$ cat src/rtl/led_matrix_pkg.sv
//============================================================================
// led_matrix_pkg: shared scan-state type and helpers for the LED matrix scanner
// Revision: 1.0
//============================================================================
`default_nettype none

package led_matrix_pkg;

    typedef enum logic [1:0] {
        ST_IDLE  = 2'd0,
        ST_BLANK = 2'd1,
        ST_ON    = 2'd2
    } scan_state_t;

    // Widest row or column vector the polarity helper handles.
    localparam int POL_W = 64;

    function automatic int index_width(input int n);
        return (n > 1) ? $clog2(n) : 1;
    endfunction

    function automatic logic [POL_W-1:0] apply_polarity(input logic [POL_W-1:0] vec,
                                                        input logic             active_low);
        return active_low ? ~vec : vec;
    endfunction

    // Column 0 lives in the MSBs of the packed frame.
    function automatic int slice_lsb(input int col, input int num_cols, input int num_rows);
        return (num_cols - 1 - col) * num_rows;
    endfunction

endpackage

`default_nettype wire

$ cat src/rtl/led_scan_timer.sv
//============================================================================
// led_scan_timer: dwell counter, column ring, wrap strobe and frame_start
// Revision: 1.0
//============================================================================
`default_nettype none

module led_scan_timer
    import led_matrix_pkg::*;
#(
    parameter int NUM_COLS     = 5,
    parameter int DWELL_CYCLES = 50000,
    parameter int BLANK_CYCLES = 500,
    parameter int COL_W        = 3
) (
    input  logic             clock,
    input  logic             reset,
    input  logic             enable,
    input  logic             has_frame,
    output scan_state_t      state,
    output scan_state_t      state_nxt,
    output logic [COL_W-1:0] col_nxt,
    output logic [COL_W-1:0] col_index,
    output logic             frame_start,
    output logic             wrap
);

    localparam int               DW         = index_width(DWELL_CYCLES);
    localparam logic [DW-1:0]    LAST_DWELL = DW'(DWELL_CYCLES - 1);
    localparam logic [DW-1:0]    LAST_BLANK = DW'(BLANK_CYCLES - 1);
    localparam logic [COL_W-1:0] LAST_COL   = COL_W'(NUM_COLS - 1);
    localparam scan_state_t      FIRST_ST   = (BLANK_CYCLES == 0) ? ST_ON : ST_BLANK;

    scan_state_t      r_state;
    logic [DW-1:0]    r_dwell;
    logic [DW-1:0]    w_dwell_nxt;
    logic [COL_W-1:0] r_col;
    logic             r_frame_start;
    logic             w_frame_start_nxt;

    assign state       = r_state;
    assign col_index   = r_col;
    assign frame_start = r_frame_start;

    always_comb begin
        state_nxt   = r_state;
        w_dwell_nxt = r_dwell;
        col_nxt     = r_col;
        wrap        = 1'b0;
        if (!enable) begin
            state_nxt   = ST_IDLE;
            w_dwell_nxt = '0;
            col_nxt     = '0;
        end else begin
            case (r_state)
                ST_IDLE: begin
                    w_dwell_nxt = '0;
                    col_nxt     = '0;
                    if (has_frame) state_nxt = FIRST_ST;
                end
                ST_BLANK: begin
                    w_dwell_nxt = r_dwell + 1'b1;
                    if (r_dwell == LAST_BLANK) state_nxt = ST_ON;
                end
                ST_ON: begin
                    if (r_dwell == LAST_DWELL) begin
                        w_dwell_nxt = '0;
                        state_nxt   = FIRST_ST;
                        if (r_col == LAST_COL) begin
                            col_nxt = '0;
                            wrap    = 1'b1;
                        end else begin
                            col_nxt = r_col + 1'b1;
                        end
                    end else begin
                        w_dwell_nxt = r_dwell + 1'b1;
                    end
                end
                default: begin
                    state_nxt   = ST_IDLE;
                    w_dwell_nxt = '0;
                    col_nxt     = '0;
                end
            endcase
        end
        // Registered alongside the state so the pulse lines up with slot 0 of column 0.
        w_frame_start_nxt = (state_nxt != ST_IDLE) && (w_dwell_nxt == '0) && (col_nxt == '0);
    end

    always_ff @(posedge clock or posedge reset) begin
        if (reset) begin
            r_state       <= ST_IDLE;
            r_dwell       <= '0;
            r_col         <= '0;
            r_frame_start <= 1'b0;
        end else begin
            r_state       <= state_nxt;
            r_dwell       <= w_dwell_nxt;
            r_col         <= col_nxt;
            r_frame_start <= w_frame_start_nxt;
        end
    end

endmodule

`default_nettype wire

$ cat src/rtl/led_matrix_scanner.sv
//============================================================================
// led_matrix_scanner: double-buffered, time-multiplexed column-strobe LED driver
// Revision: 1.0
//============================================================================
`default_nettype none

module led_matrix_scanner
    import led_matrix_pkg::*;
#(
    parameter int NUM_COLS       = 5,
    parameter int NUM_ROWS       = 8,
    parameter int DWELL_CYCLES   = 50000,
    parameter int BLANK_CYCLES   = 500,
    parameter int COL_ACTIVE_LOW = 1,
    parameter int ROW_ACTIVE_LOW = 0
) (
    input  logic                               clock,
    input  logic                               reset,
    input  logic                               enable,
    input  logic [NUM_COLS*NUM_ROWS-1:0]       frame_data,
    input  logic                               frame_valid,
    output logic                               frame_ready,
    output logic [NUM_COLS-1:0]                col_drive,
    output logic [NUM_ROWS-1:0]                row_drive,
    output logic [index_width(NUM_COLS)-1:0]   col_index,
    output logic                               frame_start
);

    localparam int   FW      = NUM_COLS * NUM_ROWS;
    localparam int   COL_W   = index_width(NUM_COLS);
    localparam int   LSB_W   = index_width(FW);
    localparam logic COL_OFF = (COL_ACTIVE_LOW != 0);
    localparam logic ROW_OFF = (ROW_ACTIVE_LOW != 0);

    scan_state_t      w_state;
    scan_state_t      w_state_nxt;
    logic [COL_W-1:0] w_col_nxt;
    logic             w_wrap;

    logic [FW-1:0]       r_active;
    logic [FW-1:0]       r_pending;
    logic                r_pending_full;
    logic                r_has_frame;
    logic [NUM_COLS-1:0] r_col_drive;
    logic [NUM_ROWS-1:0] r_row_drive;

    logic                w_accept;
    logic                w_commit;
    logic [FW-1:0]       w_active_nxt;
    logic [LSB_W-1:0]    w_lsb;
    logic [NUM_COLS-1:0] w_col_act;
    logic [NUM_ROWS-1:0] w_row_act;

    led_scan_timer #(
        .NUM_COLS     (NUM_COLS),
        .DWELL_CYCLES (DWELL_CYCLES),
        .BLANK_CYCLES (BLANK_CYCLES),
        .COL_W        (COL_W)
    ) u_timer (
        .clock       (clock),
        .reset       (reset),
        .enable      (enable),
        .has_frame   (r_has_frame),
        .state       (w_state),
        .state_nxt   (w_state_nxt),
        .col_nxt     (w_col_nxt),
        .col_index   (col_index),
        .frame_start (frame_start),
        .wrap        (w_wrap)
    );

    // The pending slot frees on the wrap edge, so a held frame is taken in that same cycle.
    assign frame_ready  = ~r_pending_full | w_wrap;
    assign w_accept     = frame_valid & frame_ready;
    assign w_commit     = r_pending_full & (w_wrap | ((w_state == ST_IDLE) & ~r_has_frame));
    assign w_active_nxt = w_commit ? r_pending : r_active;
    assign w_lsb        = LSB_W'(slice_lsb(int'(w_col_nxt), NUM_COLS, NUM_ROWS));

    assign col_drive = r_col_drive;
    assign row_drive = r_row_drive;

    always_comb begin
        w_col_act = '0;
        w_row_act = '0;
        if (w_state_nxt == ST_ON) begin
            for (int c = 0; c < NUM_COLS; c++) begin
                w_col_act[NUM_COLS-1-c] = (w_col_nxt == COL_W'(c));
            end
            w_row_act = w_active_nxt[w_lsb +: NUM_ROWS];
        end
    end

    always_ff @(posedge clock or posedge reset) begin
        if (reset) begin
            r_active       <= '0;
            r_pending      <= '0;
            r_pending_full <= 1'b0;
            r_has_frame    <= 1'b0;
            r_col_drive    <= {NUM_COLS{COL_OFF}};
            r_row_drive    <= {NUM_ROWS{ROW_OFF}};
        end else begin
            if (w_accept) begin
                r_pending      <= frame_data;
                r_pending_full <= 1'b1;
            end else if (w_commit) begin
                r_pending_full <= 1'b0;
            end
            if (w_commit) begin
                r_active    <= r_pending;
                r_has_frame <= 1'b1;
            end
            r_col_drive <= NUM_COLS'(apply_polarity(POL_W'(w_col_act), COL_OFF));
            r_row_drive <= NUM_ROWS'(apply_polarity(POL_W'(w_row_act), ROW_OFF));
        end
    end

endmodule

`default_nettype wire
$ cat config.mk
export PLATFORM = sky130hd
export DESIGN_NAME = led_matrix_scanner
export DESIGN_NICKNAME = d
export VERILOG_FILES = /design/src/rtl/led_matrix_pkg.sv /design/src/rtl/led_scan_timer.sv /design/src/rtl/led_matrix_scanner.sv
export SDC_FILE = /design/constraint.sdc
export NUM_CORES = 1
export LEC_CHECK = 0
export ABC_AREA = 1
export CAP_MARGIN = 0
export CORE_MARGIN = 8
export CORE_UTILIZATION = 53
export CTS_BUF_LIST = sky130_fd_sc_hd__clkbuf_2
export CTS_CLUSTER_DIAMETER = 100
export DETAILED_ROUTE_END_ITERATION = 6
export GPL_TIMING_DRIVEN = 0
export PLACE_DENSITY = 0.79
export SETUP_SLACK_MARGIN = 0.1
export SYNTH_ARGS = -nofsm -noshare
export SYNTH_HDL_FRONTEND = slang
export SYNTH_SLANG_ARGS = --single-unit
$ cat constraint.sdc
create_clock -name clock -period 3.9 [get_ports clock]
set_clock_uncertainty 0.1 [all_clocks]
set_input_delay 0.78 -clock clock [delete_from_list [all_inputs] [get_ports clock]]
set_output_delay 0.78 -clock clock [all_outputs]
set_load 0.05 [all_outputs]
==> impl_metrics.yaml, run 1 <==
route:
  drt_first_pass_iters: 5
  wl_per_cell_microns: 14.3
  totalWireLength_microns: 12400
  drtAntennaViolNets: 0
  drt-initial-drc-count: 305
  route.detailed.drc: 0
  vias: 4443
  avgViaCountPerCell: 5.12
grt:
  grt_pass1_wl_microns: 21400
  overflow: 0
  grt_max_degree: 35
  grt_use_total_pct: 18.5
  grt_antenna_before_repair: 0
  grt_pass1_vias: 4642
worst_setup_path:
  end_kind: "output pin"
  critical_path_class: "reg2out"
  arrival_ns: 2.64
  cp_max_fo: 6
  cp-start-kind: "register"
  required_ns: 3.02
floorplanning:
  start_util_pct: 54.5
  dieWidth_microns: 119
  ioPinCount: 62
  row_count: 37
  die-area_sq_mm: 0.0142
  die_h_microns: 119
  fp.coreArea_sq_mm: 0.0103
placed_design:
  hpwlAfterDp_microns: 9520
  dp_cells: 836
  io_buffers: 61
  place.gp.congestion: 0.899
clock_network:
  cts_buffer_depth: 2
  post-cts-setup-buffers: 0
  clockRootBuffer: "clkbuf_2"
  cts_resized: 1
  cts_tree: "yes"
  htreeDepth: 4
  numCtsBuffers: 17
  cts-hold-fix-buffers: 0
  clock_latency_ns: 0.71
  clkTransAtPathRegs_ns: 0.19
  cts.sinks: 117
yosys:
  synth_mux_area_share_pct: 5.54
  synth.distinct_cells: 37
  synth_flop_cell: "dfrtp_1"
  synthCells: 636
  synth_top_family_by_area: "simple AND/OR/NAND/NOR gates"
  syn_nets: 693
  synth_fa_ha_area_share_pct: 2.89
  postSynthAreaPerCell_sq_um: 8.84
  syn_area_sq_mm: 0.00562
  synthSimpleGateAreaFrac_pct: 26.8
  synth_compound_area_share_pct: 4.36
  yosys.area_share.xor_xnor_pct: 0.779
  yosys_warnings: 0
  ys_seq_area_share_pct: 52.2
  synth-seq-cells: 117
  async_reset_ff_share_pct: 100
  synth_edf_count: 0
final_layout:
  final_cells: 868
  drive_gt1_share_pct: 14.8
  area.growth.synth_to_final_pct: 19.4
  fillCellCount: 867
  nets: 776
  antenna_cells: 0
timing:
  worstMarginPinSlew_ns: 0.629
  hold_viol: 0
  drv_slew: 0
  period_share_pct: 90.2
  slew_headroom_pct: 58.0
  holdWs_ns: 0.371
  fin_crit_ns: 3.52
  rsz0062_at_grt: "no"
  setup_viol: 0
  setup_tns_ns: 0
  max_freq_mhz: 284
worst_hold_path:
  hold_class: "in2async"
power_and_ir_drop:
  vdd_drop_max_uv: 237
  power.leakage_nw: 3.46
  power_density_mw_per_mm2: 377
run:
  drv_cap: 0
status:
  outcome: "finished clean"
[critical path, stage by stage, from the launching register on]
cell,delay [ns]
dfrtp_1,0.46
ha_1,0.32
nand3_4,0.15
nor2_4,0.19
nand4_4,0.15
nand2_2,0.12
dlygate4sd2_1,0.53
[logic make-up (layout without fill, tap and decap cells)]
family          after synthesis  count (layout)
fa+ha+maj                    13              13
flops                       117             117
simple gates                344             344
compound gates               40              40
mux                          25              25
xor+xnor                      5               5
buf+inv                      92             188
[worst paths after layout]
path / startpoint / to / slack (ns) / cells after the start
min reg2reg: r_active[31] / r_active[31] / 0.39 / 2
max reg2reg: u_timer.r_dwell[0] / row_drive[1] / 0.55 / 16
max in group asynchronous: reset / col_drive[4] / 2.22 / 5
min: reset / r_pending[0] / 0.37 / 2
max: u_timer.r_dwell[0] / frame_ready / 0.38 / 6
min in group clock: r_active[31] / r_active[31] / 0.39 / 2
[cell usage in the layout (no fill, tap or decap), drive strengths merged]
cell and count:
o22ai 1, o21ai 14, dlygate4sd2 1, nand3b 2, xnor2 2, nand4 4, ha 13, dfrtp 112
bufinv 2, nand3 78, a21oi 24, nor3 3, nor3b 1, mux2 25, clkinv 12, and2 7
nor2 79, clkinvlp 2, clkbuf 21, buf 20, xor2 3, o31ai 1, dfstp 5, clkdlybuf4s50 60
inv 70, nand2 170
[layout make-up]
| type | instances | area [sq um] | share of cell area (%) |
|---|---|---|---|
| Timing Repair Buffer | 64 | 677 | 10.1 |
| Buffer | 21 | 148 | 2.20 |
| Sequential cell | 117 | 2930 | 43.7 |
| Inverter | 71 | 272 | 4.04 |
| Multi-Input combinational cell | 427 | 2270 | 33.8 |
| Tap cell | 136 | 170 | 2.53 |
| Clock inverter | 15 | 155 | 2.31 |
| Clock buffer | 17 | 85.1 | 1.27 |
[metal layers]
metal | track usage, % | vias up | wire (microns)
li1 | - | 2181 | -
met1 | 22.6 | 2113 | 5430
met2 | 30.1 | 127 | 6000
met3 | 5.72 | 22 | 719
met4 | 6.96 | 0 | 251
met5 | 0 | - | 0
[per-stage QoR]
stage / util, % / total power [mW] / setup WS, ns / instance area, sq um
6_report: 65.0 / 2.53 / 0.382 / 6710
5_1_grt: 65.0 / 2.65 / 0.230 / 6710
4_1_cts: 65.0 / 2.55 / 0.357 / 6710
3_5_place_dp: 62.7 / 1.78 / 0.386 / 6470
3_3_place_gp: 62.1 / 1.75 / 0.382 / 6410
2_1_floorplan: - / 1.65 / 0.970 / 5630
[registers in the layout, indices dropped and copies added, names as in the netlist]
register	count
u_timer.col_index	3
r_pending	40
col_drive	5
u_timer.state	2
u_timer.frame_start	1
row_drive	8
r_active	40
r_has_frame	1
u_timer.r_dwell	16
r_pending_full	1
[synthesized netlist by cell type, types with 4 or more instances]
master	number	area share, %
dfstp_2	5	2.3
nand3_1	74	6.6
nor2_1	77	5.1
nand2_2	4	0.45
inv_1	67	4.5
dfrtp_1	112	50
nand2_1	164	11
a21oi_1	21	1.9
mux2_2	17	3.4
and2_1	7	0.78
mux2_4	8	2.1
buf_2	10	0.89
ha_1	13	2.9
clkbuf_1	4	0.27
buf_6	4	0.80
o21ai_0	6	0.53
o21ai_2	8	1.2
[power breakdown]
part / leakage, nW / switching, mW / internal, mW
clock: 0.144 / 0.485 / 0.297
sequential: 1.46 / 0.0774 / 1.36
combinational: 1.85 / 0.143 / 0.170
Note: power is estimated with default switching activity, not from simulation.
==> inputs of run 2 (changes only) <==
--- a/config.mk
+++ b/config.mk
@@ -13,8 +13,9 @@
 export CTS_CLUSTER_DIAMETER = 100
 export DETAILED_ROUTE_END_ITERATION = 6
 export GPL_TIMING_DRIVEN = 0
-export PLACE_DENSITY = 0.79
+export PLACE_DENSITY = 0.78
 export SETUP_SLACK_MARGIN = 0.1
 export SYNTH_ARGS = -nofsm -noshare
 export SYNTH_HDL_FRONTEND = slang
+export SYNTH_HIERARCHICAL = 1
 export SYNTH_SLANG_ARGS = --single-unit
==> run 2 against run 1 <==
Maximum frequency shrank 0.78%. Synthesized cell count up 12%. Sequential power about the same. Worst hold slack better by 0.020 ns. Highest routed layer unchanged. Global-route usage grew 1.3 points. Power increased by 2.7%. Critical path depth rose by 11. Die area is 4.8% higher. Largest cell class unchanged. Cell count rose by 8.9%. Area after synthesis up 5.5%. Flip-flop and latch count did not move.
==> impl_metrics.yaml, run 2 <==
route:
  route.detailed.drc: 0
  avgViaCountPerCell: 5.19
  drt_first_pass_iters: 5
  vias: 4906
  totalWireLength_microns: 14100
  drtAntennaViolNets: 0
  wl_per_cell_microns: 14.9
  drt-initial-drc-count: 383
placed_design:
  dp_cells: 914
  io_buffers: 61
  place.gp.congestion: 0.891
  hpwlAfterDp_microns: 10400
  detailedPlace.worstSlack_ns: -0.0995
worst_setup_path:
  path_delay_family: "simple AND/OR/NAND/NOR gates"
  required_ns: 4.37
  arrival_ns: 4.01
  cpPeakStageDelay_ns: 0.42
  cp-start-kind: "register"
  cp_max_fo: 11
  cp_slowest_cell: "dfrtp_1"
  path_buf_inv: 4
  worstPathCellList: "ha_1 -> nand3_4 -> nor2_4 -> nand2_4 -> nand2_1 -> o211ai_2 -> a21oi_2 -> buf_4 -> inv_4 -> ha_1 -> buf_2 -> nor2_2 -> buf_4 -> nand3_1 -> nand2_1 -> nor2_1 -> a21oi_2"
  critical_path_class: "reg2reg"
  end_kind: "register"
timing:
  slew_headroom_pct: 41.4
  fin_ws_ns: 0.355
  fin_crit_ns: 3.55
  max_freq_mhz: 282
  worstMarginPinSlew_ns: 0.878
  drv_slew: 0
  hold_viol: 0
  rsz0062_at_grt: "no"
  setup_viol: 0
  period_share_pct: 90.9
power_and_ir_drop:
  power_density_mw_per_mm2: 371
  power.leakage_nw: 3.53
  vdd_drop_max_uv: 263
yosys:
  synth_edf_count: 0
  yosys_warnings: 6
  syn_area_sq_mm: 0.00593
  synth.largest_area_cell: "dfrtp_1"
  async_reset_ff_share_pct: 100
  syn_nets: 769
  synth_common_cells: "nand2_1, dfrtp_1, inv_1, nand3_1, nor2_1"
  yosysMostFrequentCell: "nand2_1"
  synth.distinct_cells: 36
  synth_flop_cell: "dfrtp_1"
  ys_seq_area_share_pct: 49.5
  synth_top_area_share_pct: 47.2
  synth_area_leaders: "dfrtp_1, nand2_1, nand3_1"
  synth-seq-cells: 117
  postSynthAreaPerCell_sq_um: 8.33
  synthCells: 712
final_layout:
  mostFrequentLayoutCell: "nand2_1"
  final_cells: 945
  post-route-util_pct: 64.4
  final_cell_mix: "nand2_1, dfrtp_1, inv_1"
  nets: 849
  antenna_cells: 0
  area.growth.synth_to_final_pct: 18.1
  drive_gt1_share_pct: 16.3
  reg_top3: "r_active: 40 flops, r_pending: 40 flops, u_timer/r_dwell: 16 flops"
floorplanning:
  die-area_sq_mm: 0.0148
  ioPinCount: 62
  fp.coreArea_sq_mm: 0.0109
  die_h_microns: 122
  dieWidth_microns: 122
  start_util_pct: 54.5
  row_count: 38
clock_network:
  clock_latency_ns: 0.64
  cts_tree: "yes"
  cts-hold-fix-buffers: 0
  post-cts-setup-buffers: 0
  numCtsBuffers: 17
  cts.sinks: 117
  cts_buffer_depth: 2
  htreeDepth: 4
  clkTransAtPathRegs_ns: 0.17
  clockRootBuffer: "clkbuf_2"
grt:
  grt_pass1_wl_microns: 23500
  overflow: 0
  grt_pass1_vias: 4912
  grt_use_total_pct: 19.8
  grt_antenna_before_repair: 0
  grt_max_degree: 60
status:
  outcome: "finished clean"
worst_hold_path:
  hold_class: "reg2reg"
run:
  drv_cap: 0
-- run 2: cell types whose count changed in the layout (fill, tap and decap cells not counted), moves of 5 or more --
cell and delta:
a21oi_2 +7, nand3_1 +14, mux2_4 -8, nor2_1 -11, and2_1 +10, nor2_2 +10
inv_1 +24, clkinv_4 -6, a21oi_1 +5, o21ai_1 +5, nand2_2 +6
-- run 2: cell families after synthesis --
kind of cell	count (synthesis)	synth area share [%]
adder cells (fa/ha/maj)	13	2.74
AND/OR/NAND/NOR	386	29.7
multiplexers	18	3.42
flip-flops	117	49.5
AO/OA/AOI/OAI	58	6.12
XOR/XNOR	2	0.295
buffers and inverters	118	8.25
-- run 2: per-layer routing --
metal	track usage [%]	up-vias	share of wire, %
met2	32.9	165	50
li1	-	2406	-
met1	25.1	2309	44
met3	4.16	26	5.0
met4	7.02	0	1.6
met5	0	-	0
-- run 2: final timing paths --
| check | from | endpoint | slack [ns] | cells after the start |
|---|---|---|---|---|
| max in group asynchronous | reset | u_timer/r_dwell[1] | 2.56 | 2 |
| worst min-delay path | r_active[38] | r_active[38] | 0.39 | 2 |
| worst max register to register | u_timer/r_dwell[0] | row_drive[6] | 0.35 | 17 |
| worst max-delay path | u_timer/r_dwell[0] | row_drive[6] | 0.35 | 17 |
| min in group asynchronous | reset | row_drive[4] | 0.42 | 2 |
| worst min register to register | r_active[38] | r_active[38] | 0.39 | 2 |
-- run 2: what timing repair did --
| item | 4_1_cts | 5_1_grt |
|---|---|---|
| endpoints found under the setup margin | 4 | 9 |
| endpoints found under the hold margin | 0 | 0 |
| resized for setup | 3 | 4 |
| cloned | 0 | 0 |
-- run 2: worst reg2reg max path: stages, from the launching register on --
cell and delay, ns:
dfrtp_1 0.42, ha_1 0.30, nand3_4 0.15, nor2_4 0.15, nand2_4 0.08, nand2_1 0.11
o211ai_2 0.11, a21oi_2 0.27, buf_4 0.24, inv_4 0.11, ha_1 0.29, buf_2 0.21
nor2_2 0.34, buf_4 0.25, nand3_1 0.09, nand2_1 0.06, nor2_1 0.07, a21oi_2 0.13
-- run 2: per-stage QoR --
step | total power, mW | TNS (ns) | area (sq um) | hold slack (ns)
after detailed placement | 1.76 | -0.645 | 6750 | 0.353
final | 2.60 | 0 | 7010 | 0.390
after global placement | 1.73 | -70.06 | 6720 | 0.349
after global routing | 2.72 | 0 | 7010 | 0.407
after floorplan | 1.62 | 0 | 5930 | 0.337
after CTS | 2.62 | 0 | 7010 | 0.379
-- run 2: where the power goes --
group          switching (mW)  internal [mW]
combinational           0.167          0.140
clock                   0.444          0.424
sequential             0.0664           1.36
total                   0.678           1.92
-- run 2: layout make-up --
class | count | area, sq um
clock buffers | 21 | 105
repair buffers | 62 | 633
clock inverters | 11 | 158
fillers | 916 | 3880
multi-input cells | 477 | 2510
well taps | 140 | 175
inverters | 95 | 363
flip-flops and latches | 117 | 2930
plain buffers | 22 | 125
==> inputs of run 3 (changes only) <==
--- a/config.mk
+++ b/config.mk
@@ -13,6 +13,7 @@
 export CTS_CLUSTER_DIAMETER = 100
 export DETAILED_ROUTE_END_ITERATION = 6
 export GPL_TIMING_DRIVEN = 0
+export MAX_ROUTING_LAYER = met4
 export PLACE_DENSITY = 0.78
 export SETUP_SLACK_MARGIN = 0.1
 export SYNTH_ARGS = -nofsm -noshare
==> constraint.sdc (replaced) <==
create_clock -name clock -period 2.9 [get_ports clock]
set_clock_uncertainty 0.1 [all_clocks]
set_input_delay 0.58 -clock clock [delete_from_list [all_inputs] [get_ports clock]]
set_output_delay 0.58 -clock clock [all_outputs]
set_load 0.05 [all_outputs]
==> run 3 against run 2 <==
The flow now finishes with violations (setup timing). Die area stayed put. Non-clock buffer count grew 31. Cell count increased by 3.3%. Clock power increased by 6.5%. Worst hold slack worse by 0.048 ns. Power rose by 25%. First-iteration DRC count up 3.1%. Worst setup slack worse by 0.43 ns. Register-to-register slack lost 0.35 ns. Core utilization is 3.1 points higher. Count of clock-buffer cells in the layout decreased by 4. Routed wire length increased by 4.0%. Highest routed layer unchanged.
==> impl_metrics.yaml, run 3 (synthesized netlist as in run 2, its figures left out) <==
status:
  outcome: "complete, but fails checks"
  failed_checks: "setup timing"
worst_setup_path:
  cp_max_fo: 5
  r2r_start: "u_timer/r_dwell[1]"
  reg2reg_to: "row_drive[2]"
  cp-start-kind: "register"
  reg2reg_slack_ns: 0
  required_ns: 2.22
  arrival_ns: 2.29
  critical_path_class: "reg2out"
  reg2regPathDepth: 18
  end_kind: "output pin"
final_layout:
  final_cell_mix: "nand2_1, dfrtp_1, nand3_1"
  mostFrequentLayoutCell: "nand2_1"
  drive_gt1_share_pct: 21.3
  nets: 880
  area.growth.synth_to_final_pct: 23.9
  antenna_cells: 0
  fillCellCount: 900
  reg_top3: "r_active: 40 flops, r_pending: 40 flops, u_timer/r_dwell: 16 flops"
  final_cells: 976
floorplanning:
  fp.coreArea_sq_mm: 0.0109
  die_h_microns: 122
  ioPinCount: 62
  die-area_sq_mm: 0.0148
  dieWidth_microns: 122
  row_count: 38
  start_util_pct: 54.5
clock_network:
  cts_buffer_depth: 2
  htreeDepth: 4
  cts-hold-fix-buffers: 0
  numCtsBuffers: 17
  clkTransAtPathRegs_ns: 0.17
  cts_tree: "yes"
  clock_latency_ns: 0.67
  cts.sinks: 117
  clockRootBuffer: "clkbuf_2"
timing:
  fin_crit_ns: 2.97
  max_freq_mhz: 337
  rsz0062_at_grt: "yes"
  setup_viol: 1
  drv_slew: 0
  period_share_pct: 102
  fin_ws_ns: -0.0708
  hold_viol: 0
  worstMarginPinSlew_ns: 0.891
  slew_headroom_pct: 40.4
placed_design:
  io_buffers: 61
  dp_cells: 915
  place.gp.congestion: 0.894
  hpwlAfterDp_microns: 10400
route:
  drt-initial-drc-count: 395
  route.detailed.drc: 0
  avgViaCountPerCell: 5.24
  vias: 5115
  drtAntennaViolNets: 0
  totalWireLength_microns: 14700
  wl_per_cell_microns: 15.0
  drt_first_pass_iters: 5
grt:
  grt_max_degree: 39
  grt_pass1_vias: 5255
  grt_antenna_before_repair: 0
  grt_use_total_pct: 21.6
  grt_pass1_wl_microns: 24500
  overflow: 0
power_and_ir_drop:
  power_density_mw_per_mm2: 443
  power.leakage_nw: 3.65
  finalPower_mw: 3.26
  vdd_drop_max_uv: 323
run:
  drv_cap: 0
worst_hold_path:
  hold_class: "in2async"
==> run 3: cell count changes in the layout (fill, tap and decap cells not counted), moves of 4 or more <==
cell,change
dfrtp_2,+5
nor2_4,+6
buf_4,+26
dfrtp_1,-5
clkbuf_2,-4
clkinvlp_4,+5
buf_6,+4
==> run 3: timing repair <==
action / in CTS / in global routing
endpoints found under the setup margin: 10 / 10
buffers inserted: 25 / 3
resized for setup: 41 / 4
pin swaps: 13 / 3
cloned: 1 / 0
==> run 3: worst max-delay path: stages, from the launching register on <==
cell,delay (ns)
dfrtp_2,0.50
nor2_4,0.13
nand2_4,0.08
nor4_4,0.29
nand2_1,0.13
nor3_4,0.18
inv_2,0.09
nand2_4,0.08
buf_8,0.15
==> run 3: area by class of cell <==
cell class	instances	area [sq um]	area share (%)
plain buffers	23	154	2.09
clock buffers	17	85.1	1.16
multi-input cells	477	2620	35.7
flip-flops and latches	117	2940	40.0
well taps	140	175	2.38
inverters	95	378	5.14
repair buffers	92	880	12.0
clock inverters	15	115	1.57
==> run 3: per-layer routing <==
layer	track usage, %	part of all wire, %	vias to the layer above
li1	-	-	2469
met1	25.8	42	2412
met2	34.3	50	207
met3	5.37	6.3	27
met4	8.64	2.2	0
met5	-	0	-
==> run 3: power breakdown <==
group          leakage [nW]  switching (mW)  internal (mW)  total [mW]
combinational          2.14           0.227          0.196       0.422
clock                 0.112           0.631          0.293       0.924
sequential             1.40          0.0867           1.82        1.91
==> run 3: how the worst max path moves through the flow <==
stage | start | end | cells after the start
after floorplan | u_timer/col_index[0] | row_drive[5] | 16
after global placement | enable | row_drive[0] | 13
after detailed placement | enable | row_drive[1] | 13
after CTS | u_timer/r_dwell[5] | frame_ready | 8
after global routing | u_timer/r_dwell[11] | frame_ready | 8
final | u_timer/r_dwell[5] | frame_ready | 8
==> run 3: through the flow <==
stage / setup slack (ns) / TNS (ns) / hold slack, ns / instance area [sq um] / util (%)
4_1_cts: -0.128 / -0.128 / 0.307 / 7310 / 67.1
2_1_floorplan: 0.117 / 0 / 0.337 / 5960 / -
3_5_place_dp: -0.454 / -3.64 / 0.353 / 6790 / 62.3
5_1_grt: -0.204 / -0.963 / 0.277 / 7350 / 67.5
3_3_place_gp: -0.435 / -3.55 / 0.349 / 6750 / 62.0
6_report: -0.0708 / -0.0708 / 0.343 / 7350 / 67.5
